$ cat src/rtl/serv_state_wide.sv
// serv_state_wide: state and sequencing controller for the serial core family.
// It processes a W-bit chunk of a 32-bit operand per cycle.
//
// Parameters:
//   W              bits per cycle (1, 2, 4 or 8)
//   RESET_STRATEGY "NONE" leaves every state bit unreset except ibus_cyc
//   WITH_CSR       1 enables trap generation (o_ctrl_trap, misalign trap)
//   ALIGN          1 suppresses misaligned-jump traps
//
// Optional feature macro: SERV_STATE_WIDE_MDU_EN
//   When it is defined, MDU handshakes (o_mdu_valid, i_mdu_ready) take part.
//   When it is undefined, o_mdu_valid is 0 and i_mdu_op / i_mdu_ready are ignored.
//
// Ports:
//   i_clk, i_rst            clock, synchronous active-high reset
//   i_rf_ready              starts a pass on the next cycle
//   i_cnt_stall             freezes the chunk counter mid-pass
//   i_* decode/status       decode controls, ALU compare, shifter/MDU/bus status
//   o_cnt_*                 pass state: enable, advance, chunk index, range flags
//   o_init                  current pass is the init stage of a two-stage op
//   o_ctrl_*, o_bufreg_en   datapath enables, jump and trap requests
//   o_ibus/dbus_cyc         bus cycle requests
//   o_rf_rreq/wreq/rd_en    register file requests
module serv_state_wide #(
    parameter int W              = 4,
    parameter     RESET_STRATEGY = "MINI",
    parameter int WITH_CSR       = 1,
    parameter int ALIGN          = 0
) (
    input  logic       i_clk,
    input  logic       i_rst,
    input  logic       i_new_irq,
    input  logic       i_alu_cmp,
    input  logic       i_ctrl_misalign,
    input  logic       i_mem_misalign,
    input  logic       i_sh_done,
    input  logic       i_sh_done_r,
    input  logic       i_bne_or_bge,
    input  logic       i_cond_branch,
    input  logic       i_branch_op,
    input  logic       i_two_stage_op,
    input  logic       i_shift_op,
    input  logic       i_sh_right,
    input  logic       i_slt_or_branch,
    input  logic       i_e_op,
    input  logic       i_rd_op,
    input  logic       i_dbus_en,
    input  logic       i_mdu_op,
    input  logic       i_mdu_ready,
    input  logic       i_ibus_ack,
    input  logic       i_dbus_ack,
    input  logic       i_rf_ready,
    input  logic       i_cnt_stall,
    output logic       o_init,
    output logic       o_cnt_en,
    output logic       o_cnt_adv,
    output logic [4:0] o_cnt_idx,
    output logic       o_cnt0to3,
    output logic       o_cnt12to31,
    output logic [4:0] o_cnt_sel,
    output logic       o_cnt_done,
    output logic [1:0] o_mem_bytecnt,
    output logic       o_bufreg_en,
    output logic       o_ctrl_pc_en,
    output logic       o_ctrl_jump,
    output logic       o_ctrl_trap,
    output logic       o_mdu_valid,
    output logic       o_dbus_cyc,
    output logic       o_ibus_cyc,
    output logic       o_rf_rreq,
    output logic       o_rf_wreq,
    output logic       o_rf_rd_en
);

    localparam int LW     = $clog2(W);
    localparam int CW     = 5 - LW;
    localparam bit RST_EN = (RESET_STRATEGY != "NONE");

    logic [CW-1:0] cnt;
    logic          init_done;
    logic          stage_two_req;
    logic          misalign_trap_sync;
    logic          ibus_cyc;
    logic          take_branch;
    logic          mdu_ready_term;

    // True when the chunk currently addressed by the counter covers bit b.
    function automatic logic chunk_has(input logic [CW-1:0] c, input int b);
        return c == CW'(b >> LW);
    endfunction

    assign o_cnt_adv     = o_cnt_en & !i_cnt_stall;
    assign o_cnt_idx     = 5'(cnt) << LW;
    assign o_cnt_done    = (&cnt) & o_cnt_adv;
    assign o_cnt0to3     = o_cnt_idx < 5'd4;
    assign o_cnt12to31   = o_cnt_idx >= 5'd12;
    assign o_cnt_sel     = {chunk_has(cnt, 7), chunk_has(cnt, 3), chunk_has(cnt, 2),
                            chunk_has(cnt, 1), chunk_has(cnt, 0)};
    assign o_mem_bytecnt = o_cnt_idx[4:3];

    assign take_branch  = i_branch_op & (!i_cond_branch | (i_alu_cmp ^ i_bne_or_bge));
    assign o_init       = i_two_stage_op & !i_new_irq & !init_done;
    assign o_ctrl_pc_en = o_cnt_adv & !o_init;
    assign o_ibus_cyc   = ibus_cyc & !i_rst;
    assign o_dbus_cyc   = !o_cnt_en & init_done & i_dbus_en & !i_mem_misalign;
    assign o_rf_rreq    = i_ibus_ack | (stage_two_req & misalign_trap_sync);
    assign o_rf_wreq    = !misalign_trap_sync & !o_cnt_en & init_done &
                          ((i_sh_done | !i_sh_right) | i_dbus_ack | mdu_ready_term |
                           i_slt_or_branch);
    assign o_rf_rd_en   = i_rd_op & !o_init;
    assign o_bufreg_en  = (o_cnt_adv & (o_init | ((o_ctrl_trap | i_branch_op) & i_two_stage_op))) |
                          (i_shift_op & !stage_two_req & (i_sh_right | i_sh_done_r) & init_done);

`ifdef SERV_STATE_WIDE_MDU_EN
    assign o_mdu_valid    = !o_cnt_en & init_done & i_mdu_op;
    assign mdu_ready_term = i_mdu_ready;
`else
    logic unused_mdu;
    assign unused_mdu     = i_mdu_op ^ i_mdu_ready;
    assign o_mdu_valid    = 1'b0;
    assign mdu_ready_term = 1'b0;
`endif

    // Pass sequencing. A new i_rf_ready wins over the end of the current pass.
    always_ff @(posedge i_clk) begin
        if (o_cnt_adv)
            cnt <= cnt + CW'(1);
        if (i_rf_ready)
            o_cnt_en <= 1'b1;
        else if (o_cnt_done)
            o_cnt_en <= 1'b0;
        if (o_cnt_done) begin
            init_done   <= o_init & !init_done;
            o_ctrl_jump <= o_init & take_branch;
        end
        stage_two_req <= o_cnt_done & o_init;
        if (RST_EN && i_rst) begin
            cnt           <= '0;
            o_cnt_en      <= 1'b0;
            init_done     <= 1'b0;
            o_ctrl_jump   <= 1'b0;
            stage_two_req <= 1'b0;
        end
    end

    // Fetch request: reset forces it high so the first fetch follows reset
    // release; afterwards it re-arms only when a non-init pass completes.
    always_ff @(posedge i_clk) begin
        if (i_ibus_ack | o_cnt_done | i_rst)
            ibus_cyc <= o_ctrl_pc_en | i_rst;
    end

    generate
        if (WITH_CSR != 0) begin : g_csr
            always_ff @(posedge i_clk) begin
                if (o_cnt_done)
                    misalign_trap_sync <= o_init &
                        ((take_branch & i_ctrl_misalign & (ALIGN == 0)) |
                         (i_dbus_en & i_mem_misalign));
                if (RST_EN && i_rst)
                    misalign_trap_sync <= 1'b0;
            end
            assign o_ctrl_trap = i_e_op | i_new_irq | misalign_trap_sync;
        end else begin : g_no_csr
            assign misalign_trap_sync = 1'b0;
            assign o_ctrl_trap        = 1'b0;
        end
    endgenerate

endmodule
$ cat config.mk
export PLATFORM = sky130hd
export DESIGN_NAME = serv_state_wide
export DESIGN_NICKNAME = d
export VERILOG_FILES = /design/src/rtl/serv_state_wide.sv
export SDC_FILE = /design/constraint.sdc
export NUM_CORES = 1
export LEC_CHECK = 0
export CAP_MARGIN = 20
export CORE_ASPECT_RATIO = 1.4
export CORE_UTILIZATION = 29
export DETAILED_ROUTE_END_ITERATION = 6
export MAX_ROUTING_LAYER = met4
export PLACE_DENSITY = 0.75
export SLEW_MARGIN = 20
export SYNTH_ARGS = -nofsm -noshare
export SYNTH_HDL_FRONTEND = slang
export SYNTH_SLANG_ARGS = --single-unit
export TNS_END_PERCENT = 5
$ cat constraint.sdc
create_clock -name i_clk -period 1.6 [get_ports i_clk]
set_clock_uncertainty 0.1 [all_clocks]
set_input_delay 0.24 -clock i_clk [delete_from_list [all_inputs] [get_ports i_clk]]
set_output_delay 0.24 -clock i_clk [all_outputs]
set_load 0.005 [all_outputs]
==> flow_summary.yaml <==
run_status:
  status: "finished with violations"
  violations: "negative setup slack"
die:
  dieArea_um2: 2385
  core_region_area_um2: 2021
  start_util_pct: 31.46
  ios: 52
  dieHeight_um: 57.39
  die_w_um: 41.57
  row_count: 19
grt:
  grt.total_usage_pct: 20.72
  antenna_found_initial: 0
  gr-total-overflow: 0
  grt_pass1_vias: 766
  grt_pass1_wl_mm: 3.484
  grt_start_max_net_pins: 10
logic_synthesis:
  synth_seq_cells: 9
  synth_edf_count: 1
  avgSynthCellArea_um2: 8.828
  synthCells: 72
  synth.area.top_cells: "dfxtp_1, ha_1, buf_4"
  yosysWarnings: 0
  synthesis.area_um2: 635.6
  ys_types: 32
  seq_area_frac_synth_pct: 29.92
  yosys.area.top_type: "dfxtp_1"
  synth_top_flop_cell: "dfxtp_1"
  yosys.area.top_type_share_pct: 25.20
  synthArstFlopShare_pct: 0
sta:
  finalSetupViolCount: 2
  fmaxAchievable_mhz: 548.5
  slew_viol_final: 0
  rsz0062_at_grt: "yes"
  worst_slack_ns: -0.2232
  period_share_pct: 114.0
  fin_setup_tns_ns: -0.2462
  hold_viol: 0
  fin_crit_ns: 1.823
power:
  pwr_density_cell_nw_per_um2: 495.8
  leakagePower_nw: 0.6706
  ir_drop_v: 0.0004156
  power_mw: 0.6663
critical_path:
  critPathKind: "flip-flop to output port"
  end_kind: "output port"
  r2r_start: "cnt[1]"
  arrival_ns: 1.48
  rrSetupSlack_ns: 0.07
  r2r_cells: 5
  startpoint_type: "flip-flop"
  required_ns: 1.26
  cp_max_fo: 2
  rr_endpoint: "ibus_cyc"
layout:
  antenna_cells: 0
  final_util_pct: 66.50
  syn_to_final_growth_pct: 111.4
  nets: 168
  layout.cells.non_filler: 159
  drive_gt1_share_pct: 44.20
  stdcell_area_um2: 1344
route:
  drt_iter0_markers: 11
  wl_mm: 2.280
  drc: 0
  dr.pass1.iters: 4
  vias: 773
  antenna_left: 0
  detail_route.wl_per_cell_um: 14.34
  viasPerCell: 4.862
cts:
  cts_made_buffers: 3
  clk_latency_ns: 0.27
  root_buffer: "clkbuf_4"
  h-tree-depth: 1
  clk_pin_slew_worst_paths_ns: 0.06
  postCtsHoldBufs: 0
  cts_buffer_depth: 2
  clock-sinks: 9
  cts_tree: "yes"
min_path:
  hold_path_class: "flip-flop to flip-flop"
  hp-start: "o_ctrl_jump"
  worstHoldPathCells: 1
  hold-path-endpoint: "o_ctrl_jump"
place:
  routabilityCongestion: 0.9023
  placedCellCount: 149
  port_buffers: 46
  dpl.hpwl_mm: 1.616
  placed_area_um2: 1226
job:
  cap_violations: 0
## report_power, final
group / internal [mW] / switching (mW)
registers: 0.235 / 0.00826
logic: 0.149 / 0.0899
clock network: 0.0966 / 0.0873
total: 0.481 / 0.186
## critical path: stages (launching register included)
cell	delay, ns
dfxtp_2	0.33
or3_4	0.38
o311ai_4	0.25
o31ai_2	0.12
buf_2	0.14
## per-stage QoR
step	hold WS [ns]	worst slack (ns)
after floorplan	0.2574	-0.01493
after global placement	0.3893	-0.6649
after detailed placement	0.3881	-0.6935
after CTS	0.4072	-0.2532
after global routing	0.4190	-0.2575
final	0.4034	-0.2232
## synth_stat cells, types with 2 or more instances
master,instances
a21oi_1,2
nand2_1,4
dfxtp_1,8
nor2b_1,6
inv_1,5
buf_4,8
ha_1,5
xnor2_1,2
nor2_1,6
nor4b_1,2
a32o_1,2
nand3b_1,2
## per-layer routing
| layer | share of wire [%] | global-route usage [%] | vias up |
|---|---|---|---|
| met1 | 34 | 18.83 | 339 |
| met3 | 6.6 | 3.165 | 9 |
| met5 | 0 | - | - |
| met4 | 5.2 | 17.97 | 0 |
| met2 | 55 | 36.61 | 51 |
| li1 | - | - | 374 |
## cells by family after synthesis
family / after synthesis / synth area share, %
DFF: 9 / 29.92
AOI/OAI and AO/OA: 11 / 12.80
buffers and inverters: 15 / 13.78
and+or+nand+nor: 28 / 28.74
other: 1 / 0.5900
xor gates and xnor gates: 2 / 2.756
adders and majority gates: 5 / 9.843
muxes: 1 / 1.575
## placed cells by master (no fill, tap or decap), types with 2 or more instances in the layout
cell type,instances
clkbuf_2,6
ha_4,2
a21oi_1,2
inv_2,2
ha_1,3
clkbuf_4,3
dfxtp_2,3
nor2b_4,3
nor2b_1,3
nor4b_2,2
dlygate4sd2_1,11
inv_1,3
buf_6,9
nor2_1,6
dlymetal6s2s_1,4
conb_1,3
nand3b_1,2
clkdlybuf4s50_1,16
a32o_1,2
clkdlybuf4s15_1,3
nand2_1,4
buf_4,16
buf_2,5
dfxtp_1,2
xnor2_1,2
dfxtp_4,3
## worst max-delay path by stage
stage                       startpoint          end  slack [ns]
floorplan                       cnt[1]     ibus_cyc       -0.01
global placement             i_new_irq  o_bufreg_en       -0.66
detailed placement           i_new_irq  o_bufreg_en       -0.69
CTS                 misalign_trap_sync  o_bufreg_en       -0.25
global route        misalign_trap_sync  o_bufreg_en       -0.26
finish              misalign_trap_sync  o_bufreg_en       -0.22
## sequential cells by signal, indices dropped and copies added, names as in the netlist
signal	flops
stage_two_req	1
ibus_cyc	1
misalign_trap_sync	1
o_cnt_en	1
o_ctrl_jump	1
cnt	3
init_done	1
## layout make-up
type | instances | area, um2
Multi-Input combinational cell | 50 | 454.2
Timing Repair Buffer | 70 | 613.1
Fill cell | 180 | 676.9
Clock buffer | 4 | 26.28
Tap cell | 21 | 26.28
Inverter | 5 | 18.77
Sequential cell | 9 | 205.2
## repair_timing
action,4_1_cts,5_1_grt
buffers inserted,6,0
pin swaps,6,5
endpoints found under the setup margin,21,20
resized for setup,73,20
Power figures use the tool's default switching activity.
